[src/rtl/axis_burst_counter_ctrl.sv]
// Emits counter words as framed AXIS bursts (length/gap/count); tvalid rises 1 cycle after start.
// Stalls hold tdata/tlast on tready=0; stop lets the current burst finish at its tlast.
module axis_burst_counter_ctrl #(
   parameter int AXIS_TDATA_WIDTH = 32,
   parameter int CNTR_WIDTH       = 32
) (
   input  logic                        aclk,
   input  logic                        aresetn,
   input  logic                        cfg_start,
   input  logic                        cfg_stop,
   input  logic [CNTR_WIDTH-1:0]       cfg_length,
   input  logic [CNTR_WIDTH-1:0]       cfg_gap,
   input  logic [CNTR_WIDTH-1:0]       cfg_bursts,
   output logic                        sts_busy,
   output logic                        sts_done,
   output logic [CNTR_WIDTH-1:0]       sts_bursts,
   output logic [AXIS_TDATA_WIDTH-1:0] m_axis_tdata,
   output logic                        m_axis_tvalid,
   input  logic                        m_axis_tready,
   output logic                        m_axis_tlast
);

   typedef enum logic [1:0] {S_IDLE, S_BURST, S_GAP} state_t;

   localparam logic [CNTR_WIDTH-1:0]       C_ONE = CNTR_WIDTH'(1);
   localparam logic [AXIS_TDATA_WIDTH-1:0] D_ONE = AXIS_TDATA_WIDTH'(1);

   state_t                      state_q, state_d;
   logic [AXIS_TDATA_WIDTH-1:0] data_q, data_d;
   logic [CNTR_WIDTH-1:0]       beat_q, beat_d;
   logic [CNTR_WIDTH-1:0]       len_q, len_d;
   logic [CNTR_WIDTH-1:0]       gap_q, gap_d;
   logic [CNTR_WIDTH-1:0]       bursts_q, bursts_d;
   logic [CNTR_WIDTH-1:0]       gap_cnt_q, gap_cnt_d;
   logic [CNTR_WIDTH-1:0]       sts_bursts_q, sts_bursts_d;
   logic                        stop_pend_q, stop_pend_d;
   logic                        tvalid_q, tvalid_d;
   logic                        tlast_q, tlast_d;
   logic                        busy_q, busy_d;
   logic                        done_q, done_d;
   logic [CNTR_WIDTH-1:0]       beat_inc;
   logic [CNTR_WIDTH-1:0]       sts_inc;

   always_comb begin
      state_d      = state_q;
      data_d       = data_q;
      beat_d       = beat_q;
      len_d        = len_q;
      gap_d        = gap_q;
      bursts_d     = bursts_q;
      gap_cnt_d    = gap_cnt_q;
      sts_bursts_d = sts_bursts_q;
      stop_pend_d  = stop_pend_q;
      tvalid_d     = tvalid_q;
      tlast_d      = tlast_q;
      busy_d       = busy_q;
      done_d       = 1'b0;
      beat_inc     = beat_q + C_ONE;
      sts_inc      = sts_bursts_q + C_ONE;

      case (state_q)
         S_IDLE: begin
            if (cfg_start && !cfg_stop && cfg_length != '0) begin
               state_d      = S_BURST;
               len_d        = cfg_length;
               gap_d        = cfg_gap;
               bursts_d     = cfg_bursts;
               data_d       = '0;
               beat_d       = '0;
               sts_bursts_d = '0;
               tvalid_d     = 1'b1;
               tlast_d      = (cfg_length == C_ONE);
               busy_d       = 1'b1;
            end
         end
         S_BURST: begin
            if (cfg_stop) stop_pend_d = 1'b1;
            // tvalid is always high here, so tready alone completes the beat
            if (m_axis_tready) begin
               data_d = data_q + D_ONE;
               if (tlast_q) begin
                  sts_bursts_d = sts_inc;
                  beat_d       = '0;
                  if ((bursts_q != '0 && sts_inc == bursts_q) || stop_pend_q || cfg_stop) begin
                     state_d     = S_IDLE;
                     tvalid_d    = 1'b0;
                     tlast_d     = 1'b0;
                     busy_d      = 1'b0;
                     done_d      = 1'b1;
                     stop_pend_d = 1'b0;
                  end else if (gap_q == '0) begin
                     tlast_d = (len_q == C_ONE);
                  end else begin
                     state_d   = S_GAP;
                     tvalid_d  = 1'b0;
                     tlast_d   = 1'b0;
                     gap_cnt_d = gap_q;
                  end
               end else begin
                  beat_d  = beat_inc;
                  tlast_d = (beat_inc == len_q - C_ONE);
               end
            end
         end
         S_GAP: begin
            if (cfg_stop) begin
               state_d     = S_IDLE;
               busy_d      = 1'b0;
               done_d      = 1'b1;
               stop_pend_d = 1'b0;
            end else if (gap_cnt_q == C_ONE) begin
               state_d  = S_BURST;
               tvalid_d = 1'b1;
               tlast_d  = (len_q == C_ONE);
               beat_d   = '0;
            end else begin
               gap_cnt_d = gap_cnt_q - C_ONE;
            end
         end
         default: state_d = S_IDLE;
      endcase
   end

   always_ff @(posedge aclk or negedge aresetn) begin
      if (!aresetn) begin
         state_q      <= S_IDLE;
         data_q       <= '0;
         beat_q       <= '0;
         len_q        <= '0;
         gap_q        <= '0;
         bursts_q     <= '0;
         gap_cnt_q    <= '0;
         sts_bursts_q <= '0;
         stop_pend_q  <= 1'b0;
         tvalid_q     <= 1'b0;
         tlast_q      <= 1'b0;
         busy_q       <= 1'b0;
         done_q       <= 1'b0;
      end else begin
         state_q      <= state_d;
         data_q       <= data_d;
         beat_q       <= beat_d;
         len_q        <= len_d;
         gap_q        <= gap_d;
         bursts_q     <= bursts_d;
         gap_cnt_q    <= gap_cnt_d;
         sts_bursts_q <= sts_bursts_d;
         stop_pend_q  <= stop_pend_d;
         tvalid_q     <= tvalid_d;
         tlast_q      <= tlast_d;
         busy_q       <= busy_d;
         done_q       <= done_d;
      end
   end

   assign sts_busy      = busy_q;
   assign sts_done      = done_q;
   assign sts_bursts    = sts_bursts_q;
   assign m_axis_tdata  = data_q;
   assign m_axis_tvalid = tvalid_q;
   assign m_axis_tlast  = tlast_q;

endmodule

[config.mk]
export PLATFORM = sky130hd
export DESIGN_NAME = axis_burst_counter_ctrl
export DESIGN_NICKNAME = d
export VERILOG_FILES = /design/src/rtl/axis_burst_counter_ctrl.sv
export SDC_FILE = /design/constraint.sdc
export NUM_CORES = 1
export LEC_CHECK = 0
export ABC_CLOCK_PERIOD_IN_PS = 6700
export BUFFER_PORTS_ARGS = -buffer_cell sky130_fd_sc_hd__buf_2
export CAP_MARGIN = 20
export CORE_MARGIN = 1.5
export CORE_UTILIZATION = 64
export CTS_CLUSTER_DIAMETER = 30
export DETAILED_ROUTE_END_ITERATION = 12
export GPL_TIMING_DRIVEN = 0
export PLACE_DENSITY = 0.87
export SLEW_MARGIN = 25
export SYNTH_ARGS = -nofsm -noshare
export SYNTH_HDL_FRONTEND = slang
export SYNTH_SLANG_ARGS = --single-unit
[constraint.sdc]
create_clock -name aclk -period 6.7 [get_ports aclk]
set_clock_uncertainty 0.15 [all_clocks]
set_input_delay 0.67 -clock aclk [delete_from_list [all_inputs] [get_ports aclk]]
set_output_delay 0.67 -clock aclk [all_outputs]
set_load 0.02 [all_outputs]
==> results of run 1 <==
-- area by class of cell --
| class | instances | area, sq um |
|---|---|---|
| diodes | 1 | 2.50 |
| inverters | 42 | 158 |
| multi-input cells | 1148 | 7530 |
| fillers | 1367 | 4360 |
| flip-flops and latches | 231 | 5780 |
| well taps | 275 | 344 |
| clock inverters | 31 | 422 |
| plain buffers | 85 | 343 |
| repair buffers | 170 | 911 |
| clock buffers | 54 | 1230 |
-- what timing repair did --
item | 4_1_cts | 5_1_grt
hold buffers | 1 | 0
endpoints found under the hold margin | 50 | 0
endpoints found under the setup margin | 0 | 0
-- registers in the layout, indices dropped and copies added (netlist names) --
| name | count |
|---|---|
| m_axis_tdata | 32 |
| beat_q | 32 |
| stop_pend_q | 1 |
| len_q | 32 |
| m_axis_tvalid | 1 |
| sts_bursts | 32 |
| bursts_q | 32 |
| state_q | 2 |
| gap_cnt_q | 32 |
| m_axis_tlast | 1 |
| gap_q | 32 |
| sts_done | 1 |
| sts_busy | 1 |
-- layout by cell type, fill, tap and decap left out, types with 6 or more instances in the layout --
cell        count
a211oi_1        6
a21oi_1        42
a221oi_1       12
a31oi_1         7
and2_1          7
and3_1         31
and4_1         14
buf_2         176
bufinv_16       8
clkbuf_1       73
clkbuf_16      46
clkinvlp_4     10
dfrtp_1       231
ha_1           11
inv_1          41
mux2_2         99
mux2i_1        13
nand2_1       120
nand2b_1       10
nand3_1        66
nand3b_1        6
nand4_1        33
nor2_1        145
nor3_1         52
nor3b_1         6
nor4_1         50
o2111ai_1       8
o211ai_1        9
o21ai_0       105
o21ai_1         8
o31ai_1        24
o41ai_1         6
or3_1          19
or4_1          17
xnor2_1       100
xor2_1         47
-- metrics by stage --
stage	area, sq um	utilization, %	power (W)
2_1_floorplan	13800	-	0.00375
3_3_place_gp	15000	71.1	0.00431
3_5_place_dp	15100	71.4	0.00441
4_1_cts	16700	79.3	0.00687
5_1_grt	16700	79.3	0.00722
6_report	16700	79.3	0.00690
-- logic make-up after synthesis --
kind of cell / count (synthesis)
buffers and inverters: 127
AOI/OAI and AO/OA: 284
DFF: 231
and+or+nand+nor: 594
muxes: 112
xor gates and xnor gates: 147
adders and majority gates: 11
-- worst max path at each step --
stage	startpoint	endpoint	slack [ns]	cells after the start
floorplan	sts_bursts[0]	gap_cnt_q[28]	2.94	14
global placement	aresetn	beat_q[11]	0.80	1
detailed placement	cfg_length[13]	len_q[27]	1.93	9
CTS	sts_bursts[0]	gap_cnt_q[28]	2.01	14
global route	sts_bursts[0]	gap_cnt_q[8]	1.67	13
finish	sts_bursts[0]	gap_cnt_q[8]	1.84	13
-- worst max-delay path, stage by stage, from the launching register on --
cell,delay [ns]
dfrtp_1,0.53
ha_1,0.24
nand3_1,0.26
or4_1,0.52
buf_2,0.20
nor4_2,0.47
xnor2_1,0.20
nand4_1,0.14
nor4_1,0.80
a21oi_2,0.25
buf_2,0.26
o2111ai_1,0.23
o21ai_0,0.16
a221oi_1,0.31
-- per-layer routing --
| metal | track usage [%] | up-vias |
|---|---|---|
| met3 | 6.46 | 109 |
| met4 | 15.4 | 0 |
| met2 | 59.1 | 671 |
| met5 | 0 | - |
| li1 | - | 5932 |
| met1 | 46.3 | 6285 |
-- power breakdown --
| group | leakage (nW) | switching [W] | internal (W) |
|---|---|---|---|
| clock | 0.778 | 0.000794 | 0.00163 |
| combinational | 3.39 | 0.00118 | 0.000941 |
| sequential | 2.92 | 0.000520 | 0.00183 |
| total | 7.09 | 0.00250 | 0.00440 |
==> flow_metrics.py, run 1 <==
metrics = {
    "synth": {
        "synthAdderAreaFrac_pct": 0.996,
        "synth_area_leaders": "dfrtp_1 (42%), mux2_2 (8.1%), xnor2_1 (6.3%)",
        "yosys.area.top_type": "dfrtp_1",
        "synth-xor-area-share_pct": 9.32,
        "yosys_register_bits": 231,
        "yosys.cell_count.top_type": "dfrtp_1",
        "netlist.area_leader.share_pct": 41.8,
        "ys_warn_count": 0,
        "synth_top_family_by_area": "simple AND/OR/NAND/NOR gates",
        "yosys-top-cells-count": "dfrtp_1 (231), nor2_1 (145), nand2_1 (120)",
        "synthArstFlopShare_pct": 100,
        "ys_seq_area_share_pct": 41.8,
        "synth_edf_count": 0,
        "synth_cell_types": 71,
        "syn_area_per_cell_sq_um": 9.17,
        "synthCells": 1506,
        "syn_nets": 1618,
        "synth_simple_gate_area_share_pct": 21.9,
        "synthMuxAreaShare_pct": 9.01,
        "syn_area_sq_mm": 0.0138,
        "synth_flop_cell": "dfrtp_1",
        "synth_compound_area_share_pct": 13.3,
    },
    "die": {
        "die_w_microns": 150,
        "io-pin-count": 169,
        "coreArea_sq_mm": 0.0211,
        "initial_utilization_pct": 65.5,
        "std_cell_rows": 53,
        "dieArea_sq_mm": 0.0225,
        "fp.dieH_microns": 150,
    },
    "power": {
        "power.density_mw_per_mm2": 413,
        "cellLeakagePower_nw": 7.09,
        "ir_drop_mv": 0.369,
    },
    "global_routing": {
        "antenna_found_initial": 1,
        "grtUsageTotal_pct": 35.9,
        "first_global_vias": 12900,
        "gr-total-overflow": 0,
        "grt_pass1_wl_microns": 64400,
        "grt_max_degree": 95,
    },
    "route": {
        "first_pass_iters": 5,
        "viasPerCell": 6.38,
        "drt-initial-drc-count": 1197,
        "wl_met3_microns": 3490,
        "ant_nets": 0,
        "wl_microns": 40000,
        "route.detailed.drc": 0,
        "routedWlPerCell_microns": 19.6,
        "wl_met1_microns": 15900,
        "met2RoutedLength_microns": 19300,
        "vias": 13000,
        "top_layer": "met4",
    },
    "worst_hold_path": {
        "min_from": "cfg_bursts[0]",
        "hold_depth": 2,
        "hold_class": "primary input to flop",
        "worstHoldEndpoint": "bursts_q[0]",
    },
    "sta": {
        "fmax_mhz": 206,
        "finalCriticalPeriod_ns": 4.86,
        "maxSlewViolCount": 0,
        "setup_slack_ns": 1.84,
        "finalCritPeriodShare_pct": 72.5,
        "timing.slew.headroom_pct": 35.2,
        "tightest_slew_ns": 0.967,
        "hold_slack_ns": 0.216,
        "tns_ns": 0,
        "finalSetupViolCount": 0,
        "rsz0062_at_grt": "false",
        "timing.final.hold_violations": 0,
    },
    "cts": {
        "cts_tree": "built",
        "clk_latency_ns": 0.53,
        "cts_setup_buffers": 0,
        "cts_buffers": 46,
        "clock-sinks": 231,
        "ctsLongestPathBuffers": 3,
        "cts_resized": 0,
        "clkTransAtPathRegs_ns": 0.05,
        "cts-root-buf": "clkbuf_16",
        "htree_levels": 2,
    },
    "critical_path": {
        "rrSetupSlack_ns": 1.84,
        "crit_required_ns": 6.97,
        "crit_type": "flop to flop",
        "critPathCaptureType": "flop",
        "path_max_fanout": 10,
        "rr_worst_depth": 13,
        "start_kind": "flop",
        "reg2reg_from": "sts_bursts[0]",
        "critPathArrivalTime_ns": 5.13,
        "regToRegEndpoint": "gap_cnt_q[8]",
    },
    "placement": {
        "dp_slack_ns": 1.93,
        "gp_congestion": 0.929,
        "placed_cells": 1950,
        "dp_hpwl_microns": 27900,
        "port_buffers": 167,
    },
    "layout": {
        "area_growth_pct": 21.1,
        "stdcell_count": 2037,
        "nets": 1836,
        "drive_gt1_share_pct": 21.7,
    },
    "job": {
        "cap_violations": 0,
    },
    "status": {
        "status": "finished clean",
    },
}
Power figures use the tool's default switching activity.
==> inputs of run 2 (changes only) <==
--- a/config.mk
+++ b/config.mk
@@ -5,15 +5,16 @@
 export SDC_FILE = /design/constraint.sdc
 export NUM_CORES = 1
 export LEC_CHECK = 0
-export ABC_CLOCK_PERIOD_IN_PS = 6700
+export ABC_AREA = 1
+export ABC_CLOCK_PERIOD_IN_PS = 3950
 export BUFFER_PORTS_ARGS = -buffer_cell sky130_fd_sc_hd__buf_2
 export CAP_MARGIN = 20
 export CORE_MARGIN = 1.5
-export CORE_UTILIZATION = 64
+export CORE_UTILIZATION = 54
 export CTS_CLUSTER_DIAMETER = 30
 export DETAILED_ROUTE_END_ITERATION = 12
 export GPL_TIMING_DRIVEN = 0
-export PLACE_DENSITY = 0.87
+export PLACE_DENSITY = 0.78
 export SLEW_MARGIN = 25
 export SYNTH_ARGS = -nofsm -noshare
 export SYNTH_HDL_FRONTEND = slang
==> constraint.sdc (replaced) <==
create_clock -name aclk -period 3.95 [get_ports aclk]
set_clock_uncertainty 0.15 [all_clocks]
set_input_delay 0.395 -clock aclk [delete_from_list [all_inputs] [get_ports aclk]]
set_output_delay 0.395 -clock aclk [all_outputs]
set_load 0.02 [all_outputs]
==> run 2 against run 1 <==
Clock power grew 94%; synthesized cell count grew 49%; critical path type is now primary input to flop; sequential cell count is the same; first-iteration DRC count grew 55%; largest power group is now combinational logic; highest routed layer unchanged; final area grew 13%; critical endpoint is now m_axis_tdata[14]; sequential power grew 76%; largest cell class unchanged; sequential share of layout area shrank 4.1 points; final cell count grew 45%.
==> flow_metrics.py, run 2 <==
metrics = {
    "route": {
        "route.detailed.drc": 0,
        "drt-initial-drc-count": 1852,
        "first_pass_iters": 6,
        "ant_nets": 0,
        "routedWlPerCell_microns": 17.0,
        "wl_microns": 50300,
        "vias": 16600,
        "viasPerCell": 5.59,
    },
    "cts": {
        "clkTransAtPathRegs_ns": 0.05,
        "hold_buffers": 96,
        "ctsLongestPathBuffers": 3,
        "cts_buffers": 57,
        "cts_tree": "built",
        "clk_latency_ns": 0.56,
        "cts_resized": 0,
        "cts-root-buf": "clkbuf_16",
        "htree_levels": 2,
        "cts_setup_buffers": 0,
        "clock-sinks": 231,
    },
    "sta": {
        "fmax_mhz": 274,
        "finalSetupViolCount": 0,
        "timing.final.hold_violations": 0,
        "maxSlewViolCount": 0,
        "timing.slew.headroom_pct": 44.4,
        "finalCriticalPeriod_ns": 3.65,
        "rsz0062_at_grt": "false",
        "finalCritPeriodShare_pct": 92.3,
        "tns_ns": 0,
        "tightest_slew_ns": 0.835,
    },
    "power": {
        "p_int_w": 0.00811,
        "pwr-share-seq_pct": 28.7,
        "power.share.combinational_pct": 38.5,
        "p_sw_share_pct": 43.7,
        "p_switching_w": 0.00628,
        "ir_drop_mv": 0.471,
        "cellLeakagePower_nw": 9.09,
        "pwr-share-clk_pct": 32.8,
        "power.density_mw_per_mm2": 758,
    },
    "critical_path": {
        "crit_type": "primary input to flop",
        "path_delay_family": "buffers and inverters",
        "path_max_fanout": 10,
        "worstPathCellList": "dlygate4sd3_1, buf_2, nor2_1, nand2_1, nor4_1, nand3_1, nand3_1, nor2_1, clkinv_1, nor2_1, inv_1, clkbuf_1, o21ai_0, a21oi_1",
        "cpPeakStageDelay_ns": 0.66,
        "critPathCaptureType": "flop",
        "path_buf_inv": 5,
        "path_common_cell": "nor2_1",
        "start_kind": "primary input",
        "crit_required_ns": 4.21,
        "crit_slowest_cell": "nor2_1",
        "critPathArrivalTime_ns": 3.91,
    },
    "global_routing": {
        "antenna_found_initial": 3,
        "grt_pass1_wl_microns": 79400,
        "gr-total-overflow": 0,
        "grtUsageTotal_pct": 35.2,
        "grt_max_degree": 94,
        "first_global_vias": 15800,
    },
    "layout": {
        "final_cell_mix": "nand2_1 (780), nor2_1 (287), inv_1 (272)",
        "final_common_cell": "nand2_1",
        "nets": 2684,
        "fillers": 2198,
        "stdcell_count": 2963,
        "drive_gt1_share_pct": 11.9,
        "area_growth_pct": 29.0,
    },
    "synth": {
        "synth_flop_cell": "dfrtp_1",
        "synthCells": 2247,
        "synth_edf_count": 0,
        "yosys.cell_count.top_type": "nand2_1",
        "syn_nets": 2359,
        "synth_cell_types": 45,
        "synthArstFlopShare_pct": 100,
        "ys_seq_area_share_pct": 39.3,
        "netlist.area_leader.share_pct": 39.3,
        "syn_area_per_cell_sq_um": 6.55,
        "synth_area_leaders": "dfrtp_1 (39%), nand2_1 (20%), nor2_1 (7.3%)",
        "ys_warn_count": 0,
        "yosys.area.top_type": "dfrtp_1",
        "yosys-top-cells-count": "nand2_1 (780), nor2_1 (287), inv_1 (272)",
        "yosys_register_bits": 231,
        "syn_area_sq_mm": 0.0147,
    },
    "job": {
        "cap_violations": 0,
    },
    "placement": {
        "gp_congestion": 1.03,
        "placed_cells": 2758,
        "port_buffers": 168,
        "dp_hpwl_microns": 35200,
    },
    "die": {
        "die_w_microns": 168,
        "io-pin-count": 169,
        "coreArea_sq_mm": 0.0269,
        "fp.dieH_microns": 168,
        "dieArea_sq_mm": 0.0282,
        "initial_utilization_pct": 54.7,
        "std_cell_rows": 60,
    },
    "status": {
        "status": "finished clean",
    },
    "worst_hold_path": {
        "hold_class": "primary input to flop",
    },
}
-- run 2: cell count changes in the layout (fill, tap and decap cells not counted), moves of 29 or more --
cell           before  now
nand2_1           120  780
xnor2_1           100    7
and3_1             31    2
nor2_1            145  287
o22ai_1             2   58
dlygate4sd3_1       1   96
nand3_1            66  150
nor4_1             50   19
inv_1              41  272
o21ai_0           105  156
mux2_2             99    0
clkbuf_1           73   39
-- run 2: worst paths after layout --
kind,depth (start not counted),slack (ns),startpoint,to
hold reg to reg,2,0.34,sts_busy,sts_busy
min in group asynchronous,2,0.20,aresetn,sts_bursts[22]
setup reg to reg,10,0.54,state_q[0],m_axis_tdata[14]
setup / recovery,14,0.30,cfg_length[20],m_axis_tdata[14]
max in group asynchronous,3,2.60,aresetn,len_q[13]
hold / removal,3,0.02,cfg_length[15],len_q[15]
-- run 2: per-layer routing --
| metal | vias up | global-route usage [%] | part of all wire (%) |
|---|---|---|---|
| met5 | - | 0 | 0 |
| met4 | 0 | 15.1 | 4.0 |
| met3 | 142 | 6.65 | 8.4 |
| met2 | 784 | 58.1 | 46 |
| met1 | 7753 | 45.5 | 42 |
| li1 | 7893 | - | - |
-- run 2: stage by stage --
step	util [%]	total power [W]	setup slack (ns)	cell area (sq um)	hold slack [ns]
after CTS	70.6	0.0142	0.511	19000	0.0122
after detailed placement	59.7	0.00938	0.500	16000	0.207
final	70.6	0.0144	0.303	19000	0.0220
after global routing	70.6	0.0153	0.113	19000	0.00991
after floorplan	-	0.00762	1.34	14700	-0.0506
after global placement	59.5	0.00923	-1.86	16000	0.317
-- run 2: kinds of logic (layout without fill, tap and decap cells) --
kind of cell	count (synthesis)	after routing	synth area share, %
buf+inv	329	701	8.53
flops	231	231	39.3
simple gates	1345	1345	37.8
other cells	0	3	0
compound gates	293	293	11.1
xor+xnor	37	37	2.30
mux	1	1	0.0680
fa+ha+maj	11	11	0.935
-- run 2: cell type report --
| cell class | count | area (sq um) | area share, % |
|---|---|---|---|
| inverters | 278 | 1040 | 5.50 |
| clock inverters | 43 | 465 | 2.45 |
| flip-flops and latches | 231 | 5780 | 30.5 |
| multi-input cells | 1687 | 7680 | 40.5 |
| well taps | 341 | 427 | 2.25 |
| plain buffers | 51 | 211 | 1.11 |
| diodes | 3 | 7.51 | 0.0396 |
| repair buffers | 266 | 1870 | 9.84 |
| clock buffers | 63 | 1500 | 7.90 |
-- run 2: worst register-to-register path: cells and delay by family, from the launching register on --
family | cells | cell delay, ns
fa+ha+maj | 1 | 0.21
flops | 1 | 0.42
simple gates | 2 | 1.15
buf+inv | 5 | 1.14
compound gates | 2 | 0.20
-- run 2: power groups by stage --
| stage | logic, W | registers [W] | clock network (W) |
|---|---|---|---|
| after detailed placement | 0.00529 | 0.00409 | 0 |
| after global routing | 0.00618 | 0.00422 | 0.00486 |
| after global placement | 0.00516 | 0.00407 | 0 |
| after CTS | 0.00542 | 0.00408 | 0.00472 |
| final | 0.00555 | 0.00413 | 0.00472 |
| after floorplan | 0.00353 | 0.00409 | 0 |
